===== src/rtl/timer_bus_if.sv =====
// Register-bus link between the CPU's M-stage address decoder and the timer device.
// TIMER_BYTE_WRITE_EN adds the byte-enable lane used by sb/sh stores.
interface timer_bus_if;
    logic [1:0]  addr;
    logic        we;
    logic [31:0] wdata;
    logic [31:0] rdata;
`ifdef TIMER_BYTE_WRITE_EN
    logic [3:0]  be;

    modport master (output addr, we, wdata, be, input rdata);
    modport slave  (input addr, we, wdata, be, output rdata);
`else
    modport master (output addr, we, wdata, input rdata);
    modport slave  (input addr, we, wdata, output rdata);
`endif
endinterface


===== src/rtl/timer_dev.sv =====
// Memory-mapped countdown timer (CTRL/PRESET/COUNT) with one-shot and auto-reload modes.
// Optional byte-lane writes when TIMER_BYTE_WRITE_EN is defined.
module timer_dev #(
    parameter int CNT_W    = 32,
    parameter int PRESCALE = 1
) (
    input  logic        clk,
    input  logic        reset,
    timer_bus_if.slave  bus,
    output logic        irq,
    output logic [1:0]  dbg_state
);
    // Bus semantics: a write is taken on every rising clk edge where we=1;
    // rdata is a pure combinational function of addr and the registers.

    localparam int PS_W = (PRESCALE > 1) ? $clog2(PRESCALE) : 1;

    typedef enum logic [1:0] {IDLE = 2'd0, LOAD = 2'd1, CNT = 2'd2, INT = 2'd3} state_t;

    state_t            state;
    logic [3:0]        ctrl;
    logic [CNT_W-1:0]  preset;
    logic [CNT_W-1:0]  count;
    logic [PS_W-1:0]   prescaler;
    logic              pending;

    logic [31:0]       ctrl_new;
    logic [31:0]       preset_new;
    logic              wr_en;
    logic              tick;
    logic              reload_mode;
    logic              set_pend;
    logic              clr_pend;

`ifdef TIMER_BYTE_WRITE_EN
    // Unselected byte lanes keep the register's current contents.
    always_comb begin
        ctrl_new   = {28'd0, ctrl};
        preset_new = 32'(preset);
        for (int i = 0; i < 4; i++) begin
            if (bus.be[i]) begin
                ctrl_new[8*i +: 8]   = bus.wdata[8*i +: 8];
                preset_new[8*i +: 8] = bus.wdata[8*i +: 8];
            end
        end
    end
    assign wr_en = bus.we && (bus.be != 4'd0);
`else
    assign ctrl_new   = bus.wdata;
    assign preset_new = bus.wdata;
    assign wr_en      = bus.we;
`endif

    assign tick        = (prescaler == PS_W'(PRESCALE - 1));
    assign reload_mode = (ctrl[2:1] == 2'b01);
    assign set_pend    = (state == CNT) && ctrl[0] && tick && (count <= CNT_W'(1));
    assign clr_pend    = (wr_en && (bus.addr == 2'd0 || bus.addr == 2'd1)) ||
                         ((state == INT) && reload_mode);

    always_ff @(posedge clk or posedge reset) begin
        if (reset) begin
            state     <= IDLE;
            ctrl      <= 4'd0;
            preset    <= '0;
            count     <= '0;
            prescaler <= '0;
            pending   <= 1'b0;
        end else begin
            case (state)
                IDLE: if (ctrl[0]) state <= LOAD;
                LOAD: begin
                    count     <= preset;
                    prescaler <= '0;
                    state     <= CNT;
                end
                CNT: begin
                    if (!ctrl[0]) begin
                        state <= IDLE;
                    end else if (tick) begin
                        prescaler <= '0;
                        if (count > CNT_W'(1)) begin
                            count <= count - CNT_W'(1);
                        end else begin
                            count <= '0;
                            state <= INT;
                        end
                    end else begin
                        prescaler <= prescaler + PS_W'(1);
                    end
                end
                INT: begin
                    if (reload_mode) begin
                        state <= LOAD;
                    end else begin
                        ctrl[0] <= 1'b0;
                        state   <= IDLE;
                    end
                end
                default: state <= IDLE;
            endcase

            // CPU writes come after the FSM so they override its EN clear.
            if (wr_en && bus.addr == 2'd0) ctrl   <= ctrl_new[3:0];
            if (wr_en && bus.addr == 2'd1) preset <= preset_new[CNT_W-1:0];

            // Expiry set has priority over any clear in the same cycle.
            if (set_pend)      pending <= 1'b1;
            else if (clr_pend) pending <= 1'b0;
        end
    end

    always_comb begin
        bus.rdata = 32'd0;
        case (bus.addr)
            2'd0:    bus.rdata = {28'd0, ctrl};
            2'd1:    bus.rdata = 32'(preset);
            2'd2:    bus.rdata = 32'(count);
            default: bus.rdata = 32'd0;
        endcase
    end

    assign irq       = pending & ctrl[3];
    assign dbg_state = state;
endmodule


===== src/flat_wrapper.sv =====
// flat-port wrapper written by rule: the top's interface ports become plain ports
module timer_dev_flat 
#(
    parameter int CNT_W    = 32,
    parameter int PRESCALE = 1
)
  (clk, reset, irq, dbg_state, bus_addr, bus_we, bus_wdata, bus_rdata);
  timer_bus_if bus_i ();
  input  logic clk;
  input  logic reset;
  output logic irq;
  output logic [1:0] dbg_state;
  input wire logic [$bits(bus_i.addr)-1:0] bus_addr;
  input wire logic [$bits(bus_i.we)-1:0] bus_we;
  input wire logic [$bits(bus_i.wdata)-1:0] bus_wdata;
  output wire logic [$bits(bus_i.rdata)-1:0] bus_rdata;
  assign bus_i.addr = bus_addr;
  assign bus_i.we = bus_we;
  assign bus_i.wdata = bus_wdata;
  assign bus_rdata = bus_i.rdata;
  timer_dev #(.CNT_W(CNT_W), .PRESCALE(PRESCALE)) u_core (.clk(clk), .reset(reset), .bus(bus_i), .irq(irq), .dbg_state(dbg_state));
endmodule

===== config.mk =====
export PLATFORM = sky130hd
export DESIGN_NAME = timer_dev_flat
export DESIGN_NICKNAME = d
export VERILOG_FILES = /design/src/rtl/timer_bus_if.sv /design/src/rtl/timer_dev.sv /design/src/flat_wrapper.sv
export SDC_FILE = /design/constraint.sdc
export NUM_CORES = 1
export LEC_CHECK = 0
export ABC_AREA = 1
export BUFFER_PORTS_ARGS = -buffer_cell sky130_fd_sc_hd__buf_2
export CAP_MARGIN = 25
export CORE_MARGIN = 3
export CORE_UTILIZATION = 52
export CTS_CLUSTER_SIZE = 16
export DETAILED_ROUTE_END_ITERATION = 7
export PLACE_DENSITY = 0.77
export REMOVE_ABC_BUFFERS = 1
export SLEW_MARGIN = 10
export SYNTH_ARGS = -nofsm -noshare
export SYNTH_HDL_FRONTEND = slang
export SYNTH_SLANG_ARGS = --single-unit

===== constraint.sdc =====
create_clock -name clk -period 2.4 [get_ports clk]
set_input_delay 0.48 -clock clk [delete_from_list [all_inputs] [get_ports clk]]
set_output_delay 0.48 -clock clk [all_outputs]
set_load 0.03 [all_outputs]

; After elaboration in Yosys (flattened, before gate mapping)
; Index checks and enable logic that the tools add are counted.
[totals]
wordCells = 62
inputBits = 37
ff_bits = 72
output_inout_bits = 35
[classes]
magnitude_cmp = 2
n_mux = 19
bitwise_logic = 2
add_sub_neg = 2
n_reduce_logical = 18
n_eq_ne = 12
[ops]
columns = op, n
row1 = $mux W32, 3
row2 = $pmux W32 S3, 1
row3 = $pmux W32 S2, 1
row4 = $gt A32 B1 Y1 const B, 1
row5 = $le A32 B1 Y1 const B, 1
row6 = $sub A32 B1 Y32 const B, 1
row7 = $mux W1, 8
row8 = $mux W2, 4
row9 = $pmux W2 S4, 1
row10 = $logic_and A1 B1 Y1, 7
row11 = $eq A2 B1 Y1 const B, 3
row12 = $eq A2 B2 Y1 const B, 3
row13 = $ne A3 B3 Y1 const B, 2
row14 = $reduce_and A3 Y1, 2
row15 = $reduce_bool A2 Y1, 3
row16 = $logic_not A2 Y1, 2
row17 = $ne A2 B1 Y1 const B, 2
row18 = $ne A2 B2 Y1 const B, 2
row19 = $reduce_and A2 Y1, 2
row20 = $logic_or A1 B1 Y1, 2
row21 = $pmux W1 S2, 1
row22 = $add A1 B1 Y1 const B, 1
row23 = $and A1 B1 Y1, 1
row24 = $not A1 Y1, 1

; Logic depth before layout (Yosys ltp)
; Gate-level depths: netlist of the first run.
[logic_depth]
ltp_word = 6
mapped_depth = 12
ltp_nobuf = 11

; Worst setup path before layout of the first run
; OpenSTA, ideal clock, no wires.
[synth_timing]
kind = input port to output port
from = in bus_addr[0]
to = out bus_rdata[11]
required_time_ns = 1.920
arrival_time_ns = 1.766
path_stages = 5
slack_ns = 0.154
cell_sequence = clkinv_1 nor2_2 clkinv_1 clkbuf_1 o22ai_1
[synth_between]
elab_chain_cells = 2
[synth_lines]
columns = element, line_no
row1 = from (decl), flat_wrapper.sv:13  ; input wire logic [$bits(bus_i.addr)-1:0] bus_addr;
row2 = $eq A2 B2 Y1 (tied with other cells), timer_dev.sv:114  ; case (bus.addr)
row3 = $pmux W32 S3 *, timer_dev.sv:114
row4 = to (decl), flat_wrapper.sv:16  ; output wire logic [$bits(bus_i.rdata)-1:0] bus_rdata;
; Every way passes the cells marked *; elsewhere a longest branch is shown, timed or not.

; Worst setup path after layout of the first run
[layout_timing]
from = in bus_addr[1]
to = out bus_rdata[11]
; The elaborated chain is that of the path after synthesis.

==> metrics, run 1 <==
final period utilization=0.869; CP Data Required Time=about 1.9 ns; largest net degree at the start of global routing=40; Clk pin slew, worst setup/hold paths=0.08 ns; Post-Syn Area=approximately 0.0046 sq mm; Post-synth ARST share=1.00; DRC errors left=0; Crit path top cell by count=buf_2; Max Freq=480 MHz; syn_area_per_cell=~7.5 sq um; Clock Tree Root=clkbuf_8; Die Wd=between 100 and 150 um; Worst Path Arrival=1.60 ns; H-tree levels=3; CP endpoint kind=output port; Synth top area share=0.385; Worst slew margin=0.654; max_cap viols=0; Overall Global Routing Usage=0.250; worst-margin pin slew=0.519 ns; Startpoint Class=primary input; top cells by area, synth=dfrtp_1 38%, nor2_1 9.0%, nand2_1 8.0%, inv_1 6.4%, nand2_4 5.9%; diode count=0; FF+latch count, synth=71; TNS Setup=0 ns; fin nets=730; Clk Latency, worst-skew pair=0.35 ns; most frequent cells in the layout=111 x nor2_1, 97 x nand2_1, 78 x inv_1; Final Cell Area=0.00532 sq mm; Max FO, Critical Path=20; Post-synth EDFFs=0; Cell Count, Final, Fillers Out=801; Layout Skew=0.0111 ns; power per cell area=1090 mW/mm^2; CTS resizes=0; DR pass1 iterations=5; vias=around 4300; Post-Syn Instances=between 600 and 700; Slew Viols, Final=0; post-synth top area cell=dfrtp_1; Synth Flop Type=dfrtp_1; CP max stage cell=nand2_1; final hold vios=0; hpwl dp=8690 um; Total Routed Length=between 10000 and 15000 um; Layout Utilization=0.632; slowest cell delay on critical path=roughly 0.26 ns; clk sinks=71; post-placement cell count=785; Core Region=~0.0084 sq mm; Initial Util=0.548; Detail Route Antenna Nets=0; Post-Place Cell Area=between 0.005 and 0.006 sq mm; IO Pins=72; Area Overhead vs Synth=15.2%; layout cell share with drive strength beyond 1=0.241; Seq/Total Area, Yosys=0.385; initial antenna violation count=0; CTS Hold Bufs=0; Netlist cell types=32; GPL Wtd Cong=0.974; vias per std cell=5.34; deepest clock path buffer count=2; cts bufs inserted=9; post-CTS setup repair buffer count=0; Hold WC Path Type=primary input to async pin; most common cell after layout, fill and taps aside=nor2_1; DR WL/cell=14.6 um; Yosys warnings=0; global-route wire length before repair=20200 um; worst vdd ir=0.704 mV; Setup CP Type=primary input to output port; Setup violations, final=0; Die ar.=0.0100 sq mm; Static Leak=~2.7 nW; GRT overflow=0; CTS tree=yes; IO Port Bufs=71; RSZ-0062 raised after global routing=no; FP Rows=33; Iteration-0 DRC Markers=221; Critical Path, Cell by Cell=buf_2 -> nand2_1 -> buf_12 -> o22ai_1 -> buf_2; crit path time final=2.08 ns; outcome=finished, final reports clean; DIE HEIGHT=100 um; number of global-route vias before repair=~4300
[cells by family (layout without fill, tap and decap cells)]
kind of cell             Yosys count  in the layout  share of synthesized area
multiplexers                       1              1                    0.00244
AO/OA/AOI/OAI                    136            136                      0.174
buffers and inverters            106            185                     0.0967
adder cells (fa/ha/maj)            2              2                    0.00542
flip-flops                        71             71                      0.385
AND/OR/NAND/NOR                  287            287                      0.310
XOR/XNOR                          14             14                     0.0266
[routing by layer]
metal  vias up  wire length (um)  track usage
met2       110              5660        0.423
met3        14               447       0.0354
met1      2027              5390        0.333
li1       2127                 -            -
met4         0               170       0.0736
met5         -                 0            0
[report_power, final]
part           leakage [nW]  internal [mW]  switching [mW]
logic                  1.80          0.887            1.77
registers             0.796           1.57           0.476
clock network         0.114          0.642           0.458
total                  2.71           3.10            2.70
[final timing paths]
kind                                   startpoint           endpoint  slack [ns]  cells past startpoint
worst min register to register  u_core.preset[14]  u_core.preset[14]        0.53                      2
worst max register to register    u_core.count[0]   u_core.count[30]        0.49                      8
min in group clk                    bus_wdata[30]  u_core.preset[30]        0.37                      2
max in group asynchronous                   reset   u_core.count[22]        1.78                      3
worst max-delay path                  bus_addr[1]      bus_rdata[11]        0.32                      5
worst min-delay path                        reset   u_core.preset[7]        0.21                      3
[sequential cells by signal, summed over array words and instances, names as in the netlist]
signal / flops
u_core.preset: 32
u_core.ctrl: 4
u_core.dbg_state: 2
u_core.pending: 1
u_core.count: 32
[cells in the mapped netlist (all sizes together), types with 3 or more instances]
library cell and count:
inv 82, dfrtp 71, clkinv 3, xor2 14, a21oi 59, nand2 129
o22ai 23, clkbuf 12, buf 9, nor2 124, o21ai 47, nand3 21
nand4 9, o21bai 4
[critical path: cells and delay by family]
kind,cells,cell delay [ns]
AOI/OAI and AO/OA,1,0.17
and+or+nand+nor,1,0.26
buffers and inverters,3,0.67
[layout make-up]
type	instances	area [sq um]
Clock buffer	13	159
Clock inverter	3	65.1
Fill cell	792	3100
Inverter	85	327
Multi-Input combinational cell	440	2400
Sequential cell	71	1780
Tap cell	105	131
Timing Repair Buffer	84	465
[metrics by stage]
step,hold WS (ns),total power [mW],setup slack [ns]
finish,0.208,5.80,0.315
global route,0.252,6.24,0.258
CTS,0.229,5.81,0.345
detailed placement,0.504,4.70,0.347
global placement,0.472,4.61,0.387
floorplan,0.453,3.98,-0.204
No activity file was read; power rests on OpenSTA's default activity.
==> run 2: changes to the inputs <==
--- a/config.mk
+++ b/config.mk
@@ -9,12 +9,12 @@
 export BUFFER_PORTS_ARGS = -buffer_cell sky130_fd_sc_hd__buf_2
 export CAP_MARGIN = 25
 export CORE_MARGIN = 3
-export CORE_UTILIZATION = 52
+export CORE_UTILIZATION = 54
+export CTS_BUF_LIST = sky130_fd_sc_hd__clkbuf_2
 export CTS_CLUSTER_SIZE = 16
 export DETAILED_ROUTE_END_ITERATION = 7
-export PLACE_DENSITY = 0.77
+export PLACE_DENSITY = 0.8
 export REMOVE_ABC_BUFFERS = 1
-export SLEW_MARGIN = 10
 export SYNTH_ARGS = -nofsm -noshare
 export SYNTH_HDL_FRONTEND = slang
 export SYNTH_SLANG_ARGS = --single-unit
==> metrics, run 2 (synthesis gave the netlist of run 1 again) <==
outcome=complete, but fails checks; failing checks=hold timing; Max Freq=between 400 and 500 MHz; layout cell share with drive strength beyond 1=0.236; global-route wire length before repair=19700 um; IO Port Bufs=71; deepest clock path buffer count=2; FP Rows=33; GPL Wtd Cong=0.928; Post-Place Cell Area=0.00509 sq mm; Die Wd=98.5 um; H-tree levels=3; DRC errors left=0; Worst Path Arrival=around 1.7 ns; Hold WC Path Type=primary input to async pin; Final Cell Area=0.00519 sq mm; hpwl dp=8660 um; vias=4293; Worst slew margin=0.713; internal power=2.68 mW; Max FO, Critical Path=15; max_cap viols=0; most frequent cells in the layout=111 x nor2_1, 97 x nand2_1, 78 x inv_1; vias per std cell=roughly 5.4; clk sinks=a little over 70; R2R Path Start=u_core.count[0]; Clock Tree Root=clkbuf_2; Total Routed Length=11700 um; slowest cell delay on critical path=0.23 ns; Startpoint Class=primary input; GRT overflow=0; area of the multi-input gates=between 0.002 and 0.0025 sq mm; CP top delay family=buffers and inverters; biggest registers after layout=u_core.count x32, u_core.preset x32, u_core.ctrl x4; Layout Utilization=0.628; r2r endpoint=u_core.count[30]; net switching power=~2.7 mW; DIE HEIGHT=98.5 um; most common cell after layout, fill and taps aside=nor2_1; CTS Hold Bufs=0; diode count=0; cts bufs inserted=9; Clk Latency, worst-skew pair=around 0.51 ns; Overall Global Routing Usage=0.250; Reg area=between 0.0015 and 0.002 sq mm; largest net degree at the start of global routing=72; Iteration-0 DRC Markers=254; RSZ-0062 raised after global routing=no; Setup CP Type=primary input to output port; CP startpoint=bus_addr[0]; CP endpoint kind=output port; Sw Ratio=0.499; final hold vios=2; crit path time final=approximately 2.1 ns; CP Data Required Time=1.92 ns; fin nets=729; Slew Viols, Final=0; Die ar.=~0.0097 sq mm; TNS Setup=0 ns; Layout Skew=0.0221 ns; DR pass1 iterations=5; CTS tree=yes; CP max stage cell=buf_2; Worst R2R Setup Slack=0.49 ns; DR WL/cell=14.7 um; power per cell area=1030 mW/mm^2; CTS resizes=0; Layout fillers=750; Detail Route Antenna Nets=0; Reg power frac=0.381; Hold Worst Slack=-0.0103 ns; logic gate share of total power=0.498; Initial Util=0.559; Clk pin slew, worst setup/hold paths=0.20 ns; IO Pins=72; Area Overhead vs Synth=12.4%; Setup violations, final=0; worst-margin pin slew=0.427 ns; Clk network pwr share=0.121; total power=between 5 and 6 mW; Critical Path, Cell by Cell=buf_2 -> clkinv_1 -> nor2_2 -> clkinv_1 -> buf_4 -> o22ai_1 -> buf_2; final period utilization=0.886; worst vdd ir=around 0.54 mV; number of global-route vias before repair=4205; Core Region=a little over 0.008 sq mm; initial antenna violation count=0; CP Depth=7; Reg2Reg Depth=8; Static Leak=2.65 nW; worst path bufs/invs=5; post-CTS setup repair buffer count=0
## run 2: cell types whose count changed in the layout (fill, tap and decap cells not counted), sizes merged
| cell | delta |
|---|---|
| clkinv | +5 |
| clkbuf | -4 |
| buf | -1 |
| bufinv | -1 |
## run 2: worst max-delay path by stage
stage / slack [ns] / end
2_1_floorplan: -0.20 / bus_rdata[10]
4_1_cts: 0.30 / bus_rdata[14]
3_3_place_gp: 0.32 / bus_rdata[3]
3_5_place_dp: 0.30 / bus_rdata[14]
5_1_grt: 0.18 / bus_rdata[8]
6_report: 0.27 / bus_rdata[14]
## run 2: worst register-to-register path: cells and delay by family, from the launching register on
family | cells | cell delay, ns
AOI/OAI and AO/OA | 1 | 0.12
adders and majority gates | 1 | 0.28
buffers and inverters | 1 | 0.13
DFF | 1 | 0.45
and+or+nand+nor | 5 | 0.87
## run 2: final cells by class
type                    instances  area share
inverters                      85      0.0630
flip-flops and latches         71       0.342
multi-input cells             440       0.462
clock inverters                 7      0.0104
clock buffers                   9     0.00868
well taps                     105      0.0253
repair buffers                 83      0.0883
## run 2: per-stage QoR
step           setup slack (ns)  instances
2_1_floorplan            -0.204        596
3_3_place_gp              0.319        784
3_5_place_dp              0.301        784
4_1_cts                   0.295        800
5_1_grt                   0.183        800
6_report                  0.273        800
## run 2: routing by layer
metal  track usage  share of wire
met5             0              0
met4        0.0830          0.017
met3        0.0340          0.047
met2         0.414           0.49
met1         0.339           0.45
## run 2: power groups by stage
stage               logic (mW)  clock network, mW  registers, mW
floorplan                 2.03                  0           1.94
CTS                       2.67              0.653           2.03
detailed placement        2.66                  0           2.05
global route              2.95              0.707           2.10
finish                    2.66              0.648           2.04
global placement          2.57                  0           2.03
